--- src/rtl/demux4_router.sv ---
// demux4_router: 1-to-4 demultiplexing router with a single-entry holding slot
// per output channel. An upstream word is steered to the channel named by
// select and held there until that channel's consumer takes it.
//
// Optional feature: define DEMUX4_ROUTER_COUNT_EN to add per-channel 8-bit
// drain counters (count_1..count_4, wrapping 255 -> 0).
//
// Ports:
//   clk        - clock, all state updates on the rising edge
//   reset      - synchronous active-high reset
//   in_valid   - upstream word present
//   in_ready   - router accepts the word this cycle (combinational)
//   select     - destination channel, 2'b00..2'b11 -> channels 1..4
//   in_data    - upstream word (bus_size+1 bits)
//   out_valid  - bit i-1 set when channel i holds a word
//   out_ready  - bit i-1 set when channel i consumer takes its word
//   line_1..4  - channel data
//   count_1..4 - drain counters (DEMUX4_ROUTER_COUNT_EN only)
module demux4_router #(
  parameter int unsigned bus_size = 15
) (
  input  logic              clk,
  input  logic              reset,
  input  logic              in_valid,
  output logic              in_ready,
  input  logic [1:0]        select,
  input  logic [bus_size:0] in_data,
  output logic [3:0]        out_valid,
  input  logic [3:0]        out_ready,
  output logic [bus_size:0] line_1,
  output logic [bus_size:0] line_2,
  output logic [bus_size:0] line_3,
  output logic [bus_size:0] line_4
`ifdef DEMUX4_ROUTER_COUNT_EN
  ,
  output logic [7:0]        count_1,
  output logic [7:0]        count_2,
  output logic [7:0]        count_3,
  output logic [7:0]        count_4
`endif
);

  localparam int unsigned W   = bus_size + 1;
  localparam int unsigned NCH = 4;
  localparam int unsigned CW  = 8;

  // Per-channel slot state: 1 = FULL, 0 = EMPTY.
  logic [NCH-1:0] full_q, full_d;
  logic [W-1:0]   data_q [NCH];
  logic [W-1:0]   data_d [NCH];
  logic [NCH-1:0] drain;
  logic [NCH-1:0] load;

  // Slot accepts when empty or when its current word leaves this same cycle.
  always_comb begin
    in_ready = ~full_q[select] | out_ready[select];
  end

  // Drain/load strobes for the current cycle.
  always_comb begin
    drain = full_q & out_ready;
    load  = '0;
    if (in_valid && in_ready) begin
      load[select] = 1'b1;
    end
  end

  // Next slot state: a load wins over a simultaneous drain, keeping the slot FULL.
  always_comb begin
    full_d = (full_q & ~drain) | load;
    for (int unsigned i = 0; i < NCH; i++) begin
      data_d[i] = data_q[i];
      if (load[i]) begin
        data_d[i] = in_data;
      end
    end
  end

  // Slot state and holding registers.
  always_ff @(posedge clk) begin
    if (reset) begin
      full_q <= '0;
      for (int unsigned i = 0; i < NCH; i++) begin
        data_q[i] <= '0;
      end
    end else begin
      full_q <= full_d;
      for (int unsigned i = 0; i < NCH; i++) begin
        data_q[i] <= data_d[i];
      end
    end
  end

  // Outputs come straight from the slot registers.
  always_comb begin
    out_valid = full_q;
    line_1    = data_q[0];
    line_2    = data_q[1];
    line_3    = data_q[2];
    line_4    = data_q[3];
  end

`ifdef DEMUX4_ROUTER_COUNT_EN
  logic [CW-1:0] cnt_q [NCH];
  logic [CW-1:0] cnt_d [NCH];

  // Drain counters wrap naturally at 8 bits.
  always_comb begin
    for (int unsigned i = 0; i < NCH; i++) begin
      cnt_d[i] = cnt_q[i] + CW'(drain[i]);
    end
  end

  always_ff @(posedge clk) begin
    if (reset) begin
      for (int unsigned i = 0; i < NCH; i++) begin
        cnt_q[i] <= '0;
      end
    end else begin
      for (int unsigned i = 0; i < NCH; i++) begin
        cnt_q[i] <= cnt_d[i];
      end
    end
  end

  always_comb begin
    count_1 = cnt_q[0];
    count_2 = cnt_q[1];
    count_3 = cnt_q[2];
    count_4 = cnt_q[3];
  end
`endif

endmodule

--- config.mk ---
export PLATFORM = sky130hd
export DESIGN_NAME = demux4_router
export DESIGN_NICKNAME = d
export VERILOG_FILES = /design/src/rtl/demux4_router.sv
export SDC_FILE = /design/constraint.sdc
export NUM_CORES = 1
export LEC_CHECK = 0
export ABC_AREA = 1
export BUFFER_PORTS_ARGS = -buffer_cell sky130_fd_sc_hd__buf_2
export CORE_ASPECT_RATIO = 0.8
export CORE_UTILIZATION = 57
export CTS_CLUSTER_DIAMETER = 60
export CTS_CLUSTER_SIZE = 8
export DETAILED_ROUTE_END_ITERATION = 8
export PLACE_DENSITY = 0.86
export SYNTH_ARGS = -nofsm -noshare
export SYNTH_HDL_FRONTEND = slang
export SYNTH_SLANG_ARGS = --single-unit
--- constraint.sdc ---
create_clock -name clk -period 3 [get_ports clk]
set_clock_uncertainty 0.2 [all_clocks]
set_input_delay 0.15 -clock clk [delete_from_list [all_inputs] [get_ports clk]]
set_output_delay 0.15 -clock clk [all_outputs]
set_load 0.005 [all_outputs]
# ---- Word-level counts from Yosys, hierarchy flattened
# Memory sizes are Yosys's and may differ from the RTL's.
# Cells that the tools add are included.
# Widths: inputs -> output; s select.
dict set report word_totals {
  ff_bits 4
  latchBits 0
  ram_bits 64
  mem_bits_ro 0
  input_bits 25
  output_inout_bits 69
  word_cells 34
  n_memories 1
}
dict set report op_classes {
  n_addsub 0
  multipliers 0
  div_mod_pow 0
  n_lt_le_gt_ge 2
  eq_ne 0
  shifts 0
  mux 18
  bitwise 10
  reduce_logical 2
}
# memory depth width read_ports rd_ports_with_merged_regs write_ports line
set mem_list {}
lappend mem_list {data_q 4 16 4 0 4 49} ;# logic [W-1:0] data_q [NCH];
# op n
set op_table {}
lappend op_table {{$mux 16} 8}
lappend op_table {{$and 4x4->4} 2}
lappend op_table {{$mux 1} 6}
lappend op_table {{$or 1x1->1} 5}
lappend op_table {{$bmux 1 s2} 2}
lappend op_table {{$mux 4} 1}
lappend op_table {{$not 4->4} 1}
lappend op_table {{$or 4x4->4} 1}
lappend op_table {{$lt 2x3->1 const B} 1}
lappend op_table {{$demux 1 s2} 1}
lappend op_table {{$ge 2x1->1 const B} 1}
lappend op_table {{$logic_and 1x1->1} 2}
lappend op_table {{$not 1->1} 1}

# ---- Depth between registers and ports, before layout
dict set report logic_depth {
  depth_word 8
  mapped_depth 12
  mapped_depth_nobuf 10
}

# ---- Worst setup path after synthesis
# OpenSTA, ideal clock, no wires.
dict set report synth_timing {
  kind {in2reg}
  start {in select[1]}
  end {mem data_q[1][10] in the netlist's numbering}
  setup_time_ns 0.110
  arrival_time_ns 1.143
  required_ns 2.690
  path_slack_ns 1.547
  path_stages 11
  n_path_buf 3
  path_cell_list {buf_6 -> nor2_8 -> nand2_1 -> nand2_2 -> nor2_4 -> nand2_8 -> buf_6 -> buf_6 -> nand4_1 -> nand2_1 -> nor2_1}
}
# element line
set synth_lines {}
lappend synth_lines {{start: declaration} 26} ;# input logic [1:0] select,
lappend synth_lines {{end: declaration} 49}

# ---- Final worst setup path
dict set report layout_timing {
  start {in out_ready[1]}
  end {reg full_q[0], in the netlist out_valid[0]}
}
dict set report layout_between {
  elab_chain_len 6
}
# element line
set layout_rtl {}
lappend layout_rtl {{start: declaration} 29} ;# input logic [3:0] out_ready,
lappend layout_rtl {{$bmux 1 s2} 56} ;# in_ready = ~full_q[select] | out_ready[select];
lappend layout_rtl {{$mux 1 (not written as such)} 56}
lappend layout_rtl {{$or 1x1->1} 56}
lappend layout_rtl {{$logic_and 1x1->1} 63} ;# if (in_valid && in_ready) begin
lappend layout_rtl {{$mux 4} 63}
lappend layout_rtl {{$or 4x4->4} 70} ;# full_d = (full_q & ~drain) | load;
lappend layout_rtl {{end signal: assignment} 87} ;# full_q <= full_d;
lappend layout_rtl {{end: declaration} 48} ;# logic [NCH-1:0] full_q, full_d;
# No other way between the ends. The select of a mux whose other input is x is not followed.
# A chain may end at the register's enable or synchronous reset.

==> results.rst <==
.. list-table::
   :header-rows: 1

   * - Metric
     - Value
   * - Antenna violations before repair
     - 0
   * - CP Capture Type
     - register
   * - Final core occ
     - 70.16%
   * - Number of nets in the synthesized netlist
     - 565
   * - Arrival time at the worst endpoint
     - 2.43 ns
   * - Clock tree buffer depth
     - 2
   * - Hold Fails Final Rpt
     - 0
   * - Class of the most critical setup path
     - in2reg
   * - GPL Wtd Cong
     - 0.8472
   * - Cell with the most instances on the worst path
     - dlygate4sd3_1
   * - Clock net sink count
     - 68
   * - Highest achievable clock rate
     - 0.4271 GHz
   * - Remaining routing DRC violations
     - 0
   * - Die ar.
     - 6477 µm²
   * - Share of final-layout standard cells stronger than drive strength 1
     - 21.73%
   * - Later-pin clock latency in the skew report
     - 0.35 ns
   * - Slowest cell on crit path
     - dlygate4sd3_1
   * - Avg WL per Cell
     - 11.81 µm
   * - Reported max-cap violation count
     - 0
   * - Synthesized area divided by synthesized cell count
     - 6.499 µm²
   * - Met2 global-route usage
     - 43.50%
   * - Area fraction of the dominant cell type after synthesis
     - 38.79%
   * - Power consumption
     - 2.073 mW
   * - Vias per Instance
     - 4.809
   * - Crit-path max cell delay
     - 0.56 ns
   * - Clock transition at the registers of the reported paths
     - 0.07 ns
   * - Result of the run
     - finished, final reports clean
   * - Total number of yosys warnings
     - 0
   * - Final min period
     - 2.341 ns
   * - First-pass DRT Iterations
     - 5
   * - HPWL reported at the end of detailed placement
     - 5613 µm
   * - Total inserted antenna cells
     - 0
   * - Worst-Margin Slew
     - 0.9754 ns
   * - Critical path launch point
     - out_ready[1]
   * - Die Width
     - 89.73 µm
   * - Leading cell type in the layout, fill and taps excluded
     - nand2_1
   * - Class of the worst hold path
     - in2reg
   * - Max-Slew Margin vs Limit
     - 34.88%
   * - Area of the core
     - 5912 µm²
   * - RSZ-0062 raised after global routing
     - false
   * - Maximum number of pins on one net before global-route repair
     - 70
   * - CTS tree
     - built
   * - Worst supply voltage drop on vdd
     - 0.2998 mV
   * - Worst-path cell chain
     - dlygate4sd3_1, buf_2, nand3_1, nand2_2, nor2_4, nand2_8, nand3_4, a21oi_1, dlygate4sd3_1
   * - Aggregate global routing overflow
     - 0
   * - Leakage Power
     - 2.372 nW
   * - Category of the worst setup path launch point
     - input port
   * - Number of ports placed on the die boundary
     - 94
   * - Initial core utilization
     - 59.37%
   * - Share of the cycle needed by the critical path after routing
     - 78.04%
   * - Global Route met3 Usage
     - 6.918%
   * - Required time reported for the critical path endpoint
     - 3.09 ns
   * - Count of mapped cells out of synthesis
     - 540
   * - Total number of nets in the final design
     - 646
   * - Met1 usage in global routing
     - 33.83%
   * - Worst flop-to-flop path startpoint
     - out_valid[1]$_SDFF_PP0_
   * - Most congested layer reported by global routing
     - met2
   * - Total global-route track usage
     - 26.43%
   * - Port buffer count
     - 93
   * - Post-synthesis cell type with the largest combined area
     - dfxtp_1
   * - Number of distinct library cells after synthesis
     - 21
   * - Die boundary height
     - 72.19 µm
   * - Cells taking the most area after synthesis
     - dfxtp_1, nand2_1, inv_1
   * - Number of global-route vias before repair
     - 2,945
   * - Post-DRT Antenna Nets
     - 0
   * - Hold path startpoint
     - in_data[2]
   * - Flop and latch count out of synthesis
     - 68
   * - Root Buffer Master
     - clkbuf_8
   * - TritonCTS buffer count
     - 9
   * - Count of standard-cell rows
     - 25
   * - Via count
     - 3,400
   * - Number of pins exceeding their max-slew limit in the final report
     - 0
   * - Maximum fanout along the worst path
     - 69
   * - Number of endpoints failing setup at the final stage
     - 0
   * - Syn Std Cell Area
     - 3510 µm²
   * - Power per Cell Area
     - 499.9 nW/µm²
   * - Sum of routed wire length over all layers
     - 8350 µm
   * - Detailed Route Iter0 Violations
     - 330
   * - Post-synthesis sequential area ratio
     - 38.79%
   * - First-pass GRT wire length
     - 13,440 µm
   * - Synth-to-Final Area Change
     - 18.18%
   * - Total number of H-tree levels
     - 3
   * - Fin Setup TNS
     - 0 ns
   * - Most frequent cells in the layout
     - nand2_1, inv_1, buf_2
==> synthesized netlist by cell type, drive strengths merged <==
cell type and count:
inv 151, nand2 146, dfxtp 68, nor2 68
nand4 64, buf 28, nand3 7, a21oi 4
clkbuf 3, clkinv 1
==> layer usage <==
| metal | wire (µm) | up-vias |
|---|---|---|
| met1 | 3694 | 1498 |
| met4 | 181 | 0 |
| met3 | 658 | 20 |
| li1 | - | 1757 |
| met5 | 0 | - |
| met2 | 3815 | 125 |
==> cell families after synthesis <==
group | after synthesis | share of synthesized area (%)
buffers and inverters | 183 | 22.28
AND/OR/NAND/NOR | 285 | 38.36
flip-flops | 68 | 38.79
AO/OA/AOI/OAI | 4 | 0.5704
==> power breakdown <==
| part | internal [mW] | total [mW] | switching (mW) |
|---|---|---|---|
| clock network | 0.427 | 0.771 | 0.345 |
| registers | 0.952 | 0.977 | 0.0254 |
| logic | 0.122 | 0.325 | 0.203 |
| total | 1.50 | 2.07 | 0.573 |
==> worst paths after layout <==
path,to,slack [ns],cells past startpoint
setup / recovery,out_valid[0]$_SDFF_PP0_,0.66,9
hold / removal,data_q[3][2]$_SDFFE_PP0P_,0.03,5
setup reg to reg,out_valid[0]$_SDFF_PP0_,0.72,8
hold reg to reg,out_valid[2]$_SDFF_PP0_,0.28,2
==> metrics by stage <==
stage | hold WS [ns] | instance area, µm² | worst slack [ns] | cells
final | 0.02594 | 4148 | 0.6587 | 707
after global routing | 0.04149 | 4148 | 0.5199 | 707
after CTS | 0.01360 | 4148 | 0.7443 | 707
after detailed placement | 0.2139 | 3875 | 1.019 | 684
after global placement | 0.2134 | 3875 | 1.105 | 684
after floorplan | 0.01907 | 3510 | 1.547 | 540
==> worst max-delay path: cells and delay by family <==
family / cells / cell delay, ns
compound gates: 1 / 0.22
buf+inv: 3 / 1.24
simple gates: 5 / 0.81
==> timing repair <==
action | in CTS | in global routing
hold buffers | 7 | 0
resized for setup | 0 | 0
endpoints found under the hold margin | 7 | 0
buffers inserted | 0 | 0
==> flip-flops by register name, indices dropped and copies added, names as in the netlist <==
register and cells:
data_q 64, out_valid 4
==> final cells by class <==
| class | count | area (µm²) |
|---|---|---|
| multi-input cells | 289 | 1366 |
| well taps | 81 | 101.3 |
| clock buffers | 12 | 155.1 |
| clock inverters | 4 | 47.55 |
| flip-flops and latches | 68 | 1361 |
| fillers | 513 | 1764 |
| repair buffers | 101 | 543.0 |
| inverters | 152 | 573.1 |
No activity file was read; power rests on OpenSTA's default activity.
